===== config.mk =====
export PLATFORM = sky130hd
export DESIGN_NAME = id_ex_stage_flat
export DESIGN_NICKNAME = d
export VERILOG_FILES = /design/src/rtl/id_ex_stage_if.sv /design/src/rtl/id_ex_stage.sv /design/src/flat_wrapper.sv
export SDC_FILE = /design/constraint.sdc
export NUM_CORES = 1
export LEC_CHECK = 0
export CAP_MARGIN = 20
export CORE_MARGIN = 4
export CORE_UTILIZATION = 30
export DETAILED_ROUTE_END_ITERATION = 8
export PLACE_DENSITY = 0.57
export SLEW_MARGIN = 20
export SYNTH_ARGS = -nofsm -noshare
export SYNTH_HDL_FRONTEND = slang
export SYNTH_SLANG_ARGS = --single-unit

===== constraint.sdc =====
create_clock -name clk -period 2.7 [get_ports clk]
set_clock_uncertainty 0.2 [all_clocks]
set_input_delay 0.27 -clock clk [delete_from_list [all_inputs] [get_ports clk]]
set_output_delay 0.27 -clock clk [all_outputs]
set_load 0.05 [all_outputs]

===== src/rtl/id_ex_stage_if.sv =====
// id_ex_stage_if: decode-side, write-back and EX-side signal bundle for the ID/EX register.
// Signals:
//   id_*  decoded instruction fields, register-file data and control bits
//   wb_*  MEM/WB write port, used for the bypass on capture
//   ex_*  registered EX-stage instruction fields and control bits
// Modports: master drives id_*/wb_* and observes ex_*; slave is the pipeline register.
interface id_ex_stage_if #(parameter int DW = 32);
    logic          id_valid;
    logic [4:0]    id_rs, id_rt, id_rd;
    logic          id_uses_rt;
    logic [DW-1:0] id_rs_data, id_rt_data, id_imm;
    logic          id_regwrite, id_memread, id_memwrite, id_memtoreg, id_alusrc, id_regdst;
    logic [3:0]    id_aluop;
    logic          wb_regwrite;
    logic [4:0]    wb_rd;
    logic [DW-1:0] wb_data;
    logic          ex_valid;
    logic [4:0]    ex_rs, ex_rt, ex_rd;
    logic [DW-1:0] ex_rs_data, ex_rt_data, ex_imm;
    logic          ex_regwrite, ex_memread, ex_memwrite, ex_memtoreg, ex_alusrc, ex_regdst;
    logic [3:0]    ex_aluop;

    modport master (
        output id_valid, id_rs, id_rt, id_rd, id_uses_rt, id_rs_data, id_rt_data, id_imm,
               id_regwrite, id_memread, id_memwrite, id_memtoreg, id_alusrc, id_regdst, id_aluop,
               wb_regwrite, wb_rd, wb_data,
        input  ex_valid, ex_rs, ex_rt, ex_rd, ex_rs_data, ex_rt_data, ex_imm,
               ex_regwrite, ex_memread, ex_memwrite, ex_memtoreg, ex_alusrc, ex_regdst, ex_aluop
    );

    modport slave (
        input  id_valid, id_rs, id_rt, id_rd, id_uses_rt, id_rs_data, id_rt_data, id_imm,
               id_regwrite, id_memread, id_memwrite, id_memtoreg, id_alusrc, id_regdst, id_aluop,
               wb_regwrite, wb_rd, wb_data,
        output ex_valid, ex_rs, ex_rt, ex_rd, ex_rs_data, ex_rt_data, ex_imm,
               ex_regwrite, ex_memread, ex_memwrite, ex_memtoreg, ex_alusrc, ex_regdst, ex_aluop
    );
endinterface


===== src/rtl/id_ex_stage.sv =====
// id_ex_stage: ID/EX pipeline register with load-use stall, bubble insertion, flush and WB bypass.
// Ports:
//   clk, rst_n      rising-edge clock, asynchronous active-low reset
//   flush           taken branch/jump resolved in EX; turns the EX slot into a bubble
//   hold            global freeze; every register keeps its value
//   bus             id_ex_stage_if.slave: id_*/wb_* in, ex_* out
//   stall           combinational load-use stall to PC and IF/ID
//   stall_cnt       saturating count of stall bubbles inserted
//   flush_cnt       saturating count of flush cycles
module id_ex_stage #(
    parameter int DW   = 32,
    parameter int CNTW = 16
) (
    input  logic            clk,
    input  logic            rst_n,
    input  logic            flush,
    input  logic            hold,
    id_ex_stage_if.slave    bus,
    output logic            stall,
    output logic [CNTW-1:0] stall_cnt,
    output logic [CNTW-1:0] flush_cnt
);
    logic          rs_hit, rt_hit, cap;
    logic [DW-1:0] rs_fwd, rt_fwd;

    always_comb begin
        rs_hit = bus.ex_rt == bus.id_rs;
        rt_hit = bus.id_uses_rt && bus.ex_rt == bus.id_rt;
        stall  = bus.ex_valid && bus.ex_memread && bus.ex_rt != 5'd0 && bus.id_valid
                 && (rs_hit || rt_hit) && !flush;
        // Controls survive only for a real instruction that is not being replaced by a bubble,
        // so a bubble can never look like a writer to the forwarding unit.
        cap    = bus.id_valid && !stall;
        // The register file is read in the same cycle WB writes it; take the value being written.
        rs_fwd = (bus.wb_regwrite && bus.wb_rd != 5'd0 && bus.wb_rd == bus.id_rs) ? bus.wb_data : bus.id_rs_data;
        rt_fwd = (bus.wb_regwrite && bus.wb_rd != 5'd0 && bus.wb_rd == bus.id_rt) ? bus.wb_data : bus.id_rt_data;
    end

    always_ff @(posedge clk or negedge rst_n) begin
        if (!rst_n) begin
            bus.ex_valid    <= 1'b0;
            bus.ex_rs       <= '0;
            bus.ex_rt       <= '0;
            bus.ex_rd       <= '0;
            bus.ex_rs_data  <= '0;
            bus.ex_rt_data  <= '0;
            bus.ex_imm      <= '0;
            bus.ex_regwrite <= 1'b0;
            bus.ex_memread  <= 1'b0;
            bus.ex_memwrite <= 1'b0;
            bus.ex_memtoreg <= 1'b0;
            bus.ex_alusrc   <= 1'b0;
            bus.ex_regdst   <= 1'b0;
            bus.ex_aluop    <= '0;
            stall_cnt       <= '0;
            flush_cnt       <= '0;
        end else if (flush) begin
            bus.ex_valid    <= 1'b0;
            bus.ex_rs       <= '0;
            bus.ex_rt       <= '0;
            bus.ex_rd       <= '0;
            bus.ex_rs_data  <= '0;
            bus.ex_rt_data  <= '0;
            bus.ex_imm      <= '0;
            bus.ex_regwrite <= 1'b0;
            bus.ex_memread  <= 1'b0;
            bus.ex_memwrite <= 1'b0;
            bus.ex_memtoreg <= 1'b0;
            bus.ex_alusrc   <= 1'b0;
            bus.ex_regdst   <= 1'b0;
            bus.ex_aluop    <= '0;
            flush_cnt       <= flush_cnt + {{(CNTW-1){1'b0}}, ~&flush_cnt};
        end else if (!hold) begin
            // Indices and data load even on a stall; they are don't-care inside a bubble.
            bus.ex_valid    <= cap;
            bus.ex_rs       <= bus.id_rs;
            bus.ex_rt       <= bus.id_rt;
            bus.ex_rd       <= bus.id_rd;
            bus.ex_rs_data  <= rs_fwd;
            bus.ex_rt_data  <= rt_fwd;
            bus.ex_imm      <= bus.id_imm;
            bus.ex_regwrite <= cap && bus.id_regwrite;
            bus.ex_memread  <= cap && bus.id_memread;
            bus.ex_memwrite <= cap && bus.id_memwrite;
            bus.ex_memtoreg <= cap && bus.id_memtoreg;
            bus.ex_alusrc   <= cap && bus.id_alusrc;
            bus.ex_regdst   <= cap && bus.id_regdst;
            bus.ex_aluop    <= cap ? bus.id_aluop : 4'd0;
            stall_cnt       <= stall_cnt + {{(CNTW-1){1'b0}}, stall && ~&stall_cnt};
        end
    end
endmodule


===== src/flat_wrapper.sv =====
// flat-port wrapper written by rule: the top's interface ports become plain ports
module id_ex_stage_flat 
#(
    parameter int DW   = 32,
    parameter int CNTW = 16
)
  (clk, rst_n, flush, hold, stall, stall_cnt, flush_cnt, bus_id_valid, bus_id_rs, bus_id_rt, bus_id_rd, bus_id_uses_rt, bus_id_rs_data, bus_id_rt_data, bus_id_imm, bus_id_regwrite, bus_id_memread, bus_id_memwrite, bus_id_memtoreg, bus_id_alusrc, bus_id_regdst, bus_id_aluop, bus_wb_regwrite, bus_wb_rd, bus_wb_data, bus_ex_valid, bus_ex_rs, bus_ex_rt, bus_ex_rd, bus_ex_rs_data, bus_ex_rt_data, bus_ex_imm, bus_ex_regwrite, bus_ex_memread, bus_ex_memwrite, bus_ex_memtoreg, bus_ex_alusrc, bus_ex_regdst, bus_ex_aluop);
  id_ex_stage_if #(.DW(DW)) bus_i ();
  input  logic clk;
  input  logic rst_n;
  input  logic flush;
  input  logic hold;
  output logic stall;
  output logic [CNTW-1:0] stall_cnt;
  output logic [CNTW-1:0] flush_cnt;
  input wire logic [$bits(bus_i.id_valid)-1:0] bus_id_valid;
  input wire logic [$bits(bus_i.id_rs)-1:0] bus_id_rs;
  input wire logic [$bits(bus_i.id_rt)-1:0] bus_id_rt;
  input wire logic [$bits(bus_i.id_rd)-1:0] bus_id_rd;
  input wire logic [$bits(bus_i.id_uses_rt)-1:0] bus_id_uses_rt;
  input wire logic [$bits(bus_i.id_rs_data)-1:0] bus_id_rs_data;
  input wire logic [$bits(bus_i.id_rt_data)-1:0] bus_id_rt_data;
  input wire logic [$bits(bus_i.id_imm)-1:0] bus_id_imm;
  input wire logic [$bits(bus_i.id_regwrite)-1:0] bus_id_regwrite;
  input wire logic [$bits(bus_i.id_memread)-1:0] bus_id_memread;
  input wire logic [$bits(bus_i.id_memwrite)-1:0] bus_id_memwrite;
  input wire logic [$bits(bus_i.id_memtoreg)-1:0] bus_id_memtoreg;
  input wire logic [$bits(bus_i.id_alusrc)-1:0] bus_id_alusrc;
  input wire logic [$bits(bus_i.id_regdst)-1:0] bus_id_regdst;
  input wire logic [$bits(bus_i.id_aluop)-1:0] bus_id_aluop;
  input wire logic [$bits(bus_i.wb_regwrite)-1:0] bus_wb_regwrite;
  input wire logic [$bits(bus_i.wb_rd)-1:0] bus_wb_rd;
  input wire logic [$bits(bus_i.wb_data)-1:0] bus_wb_data;
  output wire logic [$bits(bus_i.ex_valid)-1:0] bus_ex_valid;
  output wire logic [$bits(bus_i.ex_rs)-1:0] bus_ex_rs;
  output wire logic [$bits(bus_i.ex_rt)-1:0] bus_ex_rt;
  output wire logic [$bits(bus_i.ex_rd)-1:0] bus_ex_rd;
  output wire logic [$bits(bus_i.ex_rs_data)-1:0] bus_ex_rs_data;
  output wire logic [$bits(bus_i.ex_rt_data)-1:0] bus_ex_rt_data;
  output wire logic [$bits(bus_i.ex_imm)-1:0] bus_ex_imm;
  output wire logic [$bits(bus_i.ex_regwrite)-1:0] bus_ex_regwrite;
  output wire logic [$bits(bus_i.ex_memread)-1:0] bus_ex_memread;
  output wire logic [$bits(bus_i.ex_memwrite)-1:0] bus_ex_memwrite;
  output wire logic [$bits(bus_i.ex_memtoreg)-1:0] bus_ex_memtoreg;
  output wire logic [$bits(bus_i.ex_alusrc)-1:0] bus_ex_alusrc;
  output wire logic [$bits(bus_i.ex_regdst)-1:0] bus_ex_regdst;
  output wire logic [$bits(bus_i.ex_aluop)-1:0] bus_ex_aluop;
  assign bus_i.id_valid = bus_id_valid;
  assign bus_i.id_rs = bus_id_rs;
  assign bus_i.id_rt = bus_id_rt;
  assign bus_i.id_rd = bus_id_rd;
  assign bus_i.id_uses_rt = bus_id_uses_rt;
  assign bus_i.id_rs_data = bus_id_rs_data;
  assign bus_i.id_rt_data = bus_id_rt_data;
  assign bus_i.id_imm = bus_id_imm;
  assign bus_i.id_regwrite = bus_id_regwrite;
  assign bus_i.id_memread = bus_id_memread;
  assign bus_i.id_memwrite = bus_id_memwrite;
  assign bus_i.id_memtoreg = bus_id_memtoreg;
  assign bus_i.id_alusrc = bus_id_alusrc;
  assign bus_i.id_regdst = bus_id_regdst;
  assign bus_i.id_aluop = bus_id_aluop;
  assign bus_i.wb_regwrite = bus_wb_regwrite;
  assign bus_i.wb_rd = bus_wb_rd;
  assign bus_i.wb_data = bus_wb_data;
  assign bus_ex_valid = bus_i.ex_valid;
  assign bus_ex_rs = bus_i.ex_rs;
  assign bus_ex_rt = bus_i.ex_rt;
  assign bus_ex_rd = bus_i.ex_rd;
  assign bus_ex_rs_data = bus_i.ex_rs_data;
  assign bus_ex_rt_data = bus_i.ex_rt_data;
  assign bus_ex_imm = bus_i.ex_imm;
  assign bus_ex_regwrite = bus_i.ex_regwrite;
  assign bus_ex_memread = bus_i.ex_memread;
  assign bus_ex_memwrite = bus_i.ex_memwrite;
  assign bus_ex_memtoreg = bus_i.ex_memtoreg;
  assign bus_ex_alusrc = bus_i.ex_alusrc;
  assign bus_ex_regdst = bus_i.ex_regdst;
  assign bus_ex_aluop = bus_i.ex_aluop;
  id_ex_stage #(.DW(DW), .CNTW(CNTW)) u_core (.clk(clk), .rst_n(rst_n), .flush(flush), .hold(hold), .bus(bus_i), .stall(stall), .stall_cnt(stall_cnt), .flush_cnt(flush_cnt));
endmodule

Yosys cells after proc, flatten, opt, wreduce, memory -nomap -nowiden --
Index checks and enable logic that the tools add are counted.
Word-level totals: register bits after elaboration 154, output and inout bits 155, logic and storage cells 83
Cells by class: $add $sub $neg 2, equal/unequal tests 5, multiplexer cells 31, bitwise logic cells 2, reduce and logical (&&, ||, !) cells 27
Operators with widths (count):
- 2-to-1 mux 32 bit | 8
- adder 16 x 1 -> 16 bit | 2
- AND reduction 16 bit | 2
- 2-to-1 mux 5 bit | 6
- == test 5 bit | 4
- logical AND 1 bit | 17
- 2-to-1 mux 1 bit | 14
- 2-to-1 mux 4 bit | 3
- nonzero test 5 bit | 2
- zero test 1 bit | 4
- inequality test 2 bit (second input constant) | 1
- inverter 1 bit | 2
- AND reduction 2 bit | 1
- logical OR 1 bit | 1

Depth between registers and ports, before layout --
depth in word-level cells 10, gate-level depth with buffers 10, depth with buffers taken out 10

Worst setup path before layout --
Ideal clock, no wire load.
kind reg2reg, start point register u_core.bus.ex_rt[1], end point register u_core.stall_cnt[14], data arrival time 2.798 ns, required time 2.359 ns, path slack -0.439 ns, stages on the path, launching flop included 11, buffers on the path 1, clock period less this slack 3.139 ns, cells stage by stage dfrtp_1 -> or4_1 -> o2111ai_1 -> buf_2 -> nor3b_1 -> ha_1 -> ha_1 -> or3b_2 -> nor3_1 -> nand3_1 -> xnor2_1
On the way: word-level cells in the longest chain between the ends 7
RTL lines:
- start, declared | RTL line id_ex_stage_if.sv:35 | output ex_valid, ex_rs, ex_rt, ex_rd, ex_rs_data, ex_rt_data, ex_imm,
- start signal, assigned | RTL line id_ex_stage.sv:77 | bus.ex_rt <= bus.id_rt;
- == test 5 bit / nonzero test 5 bit (equally long branches) | RTL line id_ex_stage.sv:28, id_ex_stage.sv:29
- logical AND 1 bit, on equally long branches | RTL line id_ex_stage.sv:28, id_ex_stage.sv:29
- logical OR 1 bit / logical AND 1 bit (equally long branches) | RTL line id_ex_stage.sv:30, id_ex_stage.sv:29
- logical AND 1 bit * (2 in a row) | RTL line id_ex_stage.sv:30 | && (rs_hit || rt_hit) && !flush;
- logical AND 1 bit * | RTL line id_ex_stage.sv:89 | stall_cnt <= stall_cnt + {{(CNTW-1){1'b0}}, stall && ~&stall_cnt};
- adder 16 x 1 -> 16 bit * | RTL line id_ex_stage.sv:89
- end signal, assigned | RTL line id_ex_stage.sv:89
- end, declared | RTL line id_ex_stage.sv:20 | output logic [CNTW-1:0] stall_cnt,
Every way passes the cells marked *; elsewhere a longest branch is shown, timed or not. A chain may end at the register's enable or synchronous reset.

Final worst setup path --
start point register u_core.bus.ex_rt[4], end point output port stall
On the way: word-level cells in the longest chain between the ends 5
RTL lines:
- == test 5 bit / nonzero test 5 bit (equally long branches) | RTL line id_ex_stage.sv:28, id_ex_stage.sv:29
- logical AND 1 bit, on equally long branches | RTL line id_ex_stage.sv:28, id_ex_stage.sv:29
- logical OR 1 bit / logical AND 1 bit (equally long branches) | RTL line id_ex_stage.sv:30, id_ex_stage.sv:29
- logical AND 1 bit * (2 in a row) | RTL line id_ex_stage.sv:30
- end, declared | RTL line flat_wrapper.sv:13 | output logic stall;
Marked as above.

==> impl_metrics.toml <==
[outcome]
outcome = "complete, no violations"

[logic_synthesis]
synthDistinctLibCells = 39
synth-edff-count = 0
ys_ff_latch = 154
synthArstFlopShare = 1.00
synth_area_leaders = "dfrtp_1 (47%), a221oi_2 (11%), a41oi_1 (6.8%)"
yosys.area.top_type = "dfrtp_1"
seq_area_frac_synth = 0.467
syn-num-nets = 914
synth_flop_cell = "dfrtp_1"
synth_area_um2 = 8260
synth_top_area_share = 0.467
synth.avg_cell_area_um2 = 11.1
ys_warn_count = 0
synthCells = 745

[timing]
clock.fmax_mhz = 371
setup_slack_ps = 3.64
worst_slew_pin_slew_ps = 991
rsz0062_at_grt = "yes"
fin_crit_ps = 2700
tns_ps = 0
slew_violations = 0
hold-worst-slack_ps = 150
max_slew_margin = 0.339
finalHoldViolations = 0
setup_viol = 0
timing.final.crit_share = 0.999

[worst_setup_path]
crit_path_cell_trace = "or4_1, o2111ai_2, buf_4, nor2b_1, buf_12"
critPathMaxFanout = 12
path_buf_inv = 2
worstPathArrival_ps = 2230
end_kind = "primary output"
critPathKind = "reg -> out"
slowest_stage = "or4_1"
start_kind = "register"
crit_family = "simple AND/OR/NAND/NOR gates"
required_ps = 2230
max_stage_delay_ps = 600

[drt]
vias = 7450
detail_route.wl_per_cell_um = 21.5
wl_um = 30500
drt_iter0_markers = 548
drcViolationCount = 0
drtAntennaViolNets = 0
first_pass_iters = 5
avgViaCountPerCell = 5.25

[placement]
place_ws_ps = -330
hpwl_um = 20900
io_buffer_count = 319
place.gp.congestion = 0.802

[clocking]
cts_buffers = 17
cts.clk_slew.worst_paths_ps = 70
cts_tree = "built"
htreeDepth = 4
clk_latency_ps = 430
cts_sinks = 154
clk_path_buf_depth = 2
cts-root-buf = "clkbuf_16"

[global_route]
grt_max_degree = 121
antenna_found_initial = 0
grt_pass1_vias = 7658
grt.overflow.total = 0
grt_pass1_wl_um = 47300
grt_usage = 0.197

[floorplanning]
start_util = 0.305
io_pins = 320
die_x_um = 174
die-area_um2 = 30200
rows = 60
core_area_um2 = 27000
die_h_um = 174

[final_layout]
final_common_cell = "clkdlybuf4s50_1"
post-route-util = 0.478
nNetsFinal = 1233
drive_gt1_frac = 0.172
area_growth_pct = 56.5
layout_common_cells = "clkdlybuf4s50_1 (315), dfrtp_1 (147), inv_1 (66)"
antenna_cells = 0

[min_path]
min_path_type = "in -> reg"

[pwr]
p_per_area_nw_per_um2 = 585
p_leak_nw = 5.22
ir_worst_vdd_uv = 340

[job]
max_cap_violations = 0
-- Yosys cell counts (2+ instances only) --
master	instances
clkbuf_1	59
o31ai_1	64
nor3b_1	2
buf_6	12
xnor2_1	38
ha_1	4
nor3_1	3
a32oi_1	10
and4_1	3
nor2b_1	4
nor2_1	54
a41oi_1	64
mux2_2	4
a221oi_2	60
inv_1	66
xor2_1	10
and3_1	8
buf_1	2
a221oi_1	4
nand4_1	12
nand3_1	13
o21ai_0	10
or2_2	2
dfrtp_1	154
nand2_1	19
buf_2	5
mux2i_1	47
-- worst register-to-register path, cell delays in order, from the launching register on --
cell	delay (ps)
dfrtp_2	450
or4_1	600
o2111ai_2	250
nor3b_2	80
ha_2	210
ha_4	150
or3b_4	240
nor3_4	40
and3_1	190
xor2_1	130
-- logic make-up (layout without fill, tap and decap cells) --
group,Yosys count,after routing,share of synthesized area
flip-flops,154,154,0.467
buffers and inverters,145,477,0.0781
multiplexers,51,51,0.0624
AO/OA/AOI/OAI,218,218,0.263
AND/OR/NAND/NOR,125,125,0.0729
XOR/XNOR,48,48,0.0509
adder cells (fa/ha/maj),4,4,0.00606
-- state kept, by name, indices dropped and copies added (netlist names) --
name,cells
u_core.bus.ex_imm,32
u_core.bus.ex_rs_data,32
u_core.bus.ex_rt_data,32
u_core.flush_cnt,16
u_core.stall_cnt,16
u_core.bus.ex_rd,5
u_core.bus.ex_rs,5
u_core.bus.ex_rt,5
u_core.bus.ex_aluop,4
u_core.bus.ex_alusrc,1
u_core.bus.ex_memread,1
u_core.bus.ex_memtoreg,1
u_core.bus.ex_memwrite,1
u_core.bus.ex_regdst,1
u_core.bus.ex_regwrite,1
u_core.bus.ex_valid,1
-- final timing paths --
kind | start | end | slack [ps] | cells past startpoint
min in group asynchronous | rst_n | u_core.bus.ex_rt_data[24]$_DFFE_PN0P_ | 170 | 2
setup / recovery | u_core.bus.ex_rt[4]$_DFFE_PN0P_ | stall | 4 | 5
hold / removal | flush | u_core.bus.ex_valid$_DFFE_PN0P_ | 150 | 5
setup reg to reg | u_core.bus.ex_rt[4]$_DFFE_PN0P_ | u_core.stall_cnt[12]$_DFFE_PN0P_ | 40 | 9
hold reg to reg | u_core.flush_cnt[12]$_DFFE_PN0P_ | u_core.flush_cnt[12]$_DFFE_PN0P_ | 300 | 1
max in group asynchronous | rst_n | u_core.bus.ex_rt_data[1]$_DFFE_PN0P_ | 1360 | 3
-- area by class of cell --
type	count	area (µm²)
well taps	341	427
multi-input cells	446	3840
flip-flops and latches	154	3860
clock buffers	18	439
inverters	66	248
repair buffers	379	3880
fillers	2525	14100
clock inverters	14	218
-- through the flow --
step	std cells	instance area (µm²)	power, mW
floorplan	745	8300	3.87
global placement	1385	12200	4.85
detailed placement	1385	12200	4.85
CTS	1418	12900	7.65
global route	1418	12900	7.87
finish	1418	12900	7.55
-- power breakdown --
group / internal [mW] / leakage, nW / switching [mW]
Sequential: 2.48 / 2.02 / 0.145
Combinational: 0.852 / 2.88 / 1.33
Clock: 1.62 / 0.324 / 1.13
-- routing by layer --
layer  vias up  global-route usage  routed length, µm
met3        16              0.0613               2210
met1      3701               0.275              14100
met2       259               0.306              14000
li1       3474                   -                  -
met4         0              0.0360                258
met5         -                   0                  0
-- repair_timing --
| item | in CTS | in global routing |
|---|---|---|
| resized for setup | 1 | 4 |
| endpoints found under the hold margin | 52 | 0 |
| buffers inserted | 0 | 0 |
| hold buffers | 1 | 0 |
| endpoints found under the setup margin | 1 | 5 |
| pin swaps | 0 | 3 |
No activity file was read; power rests on OpenSTA's default activity.
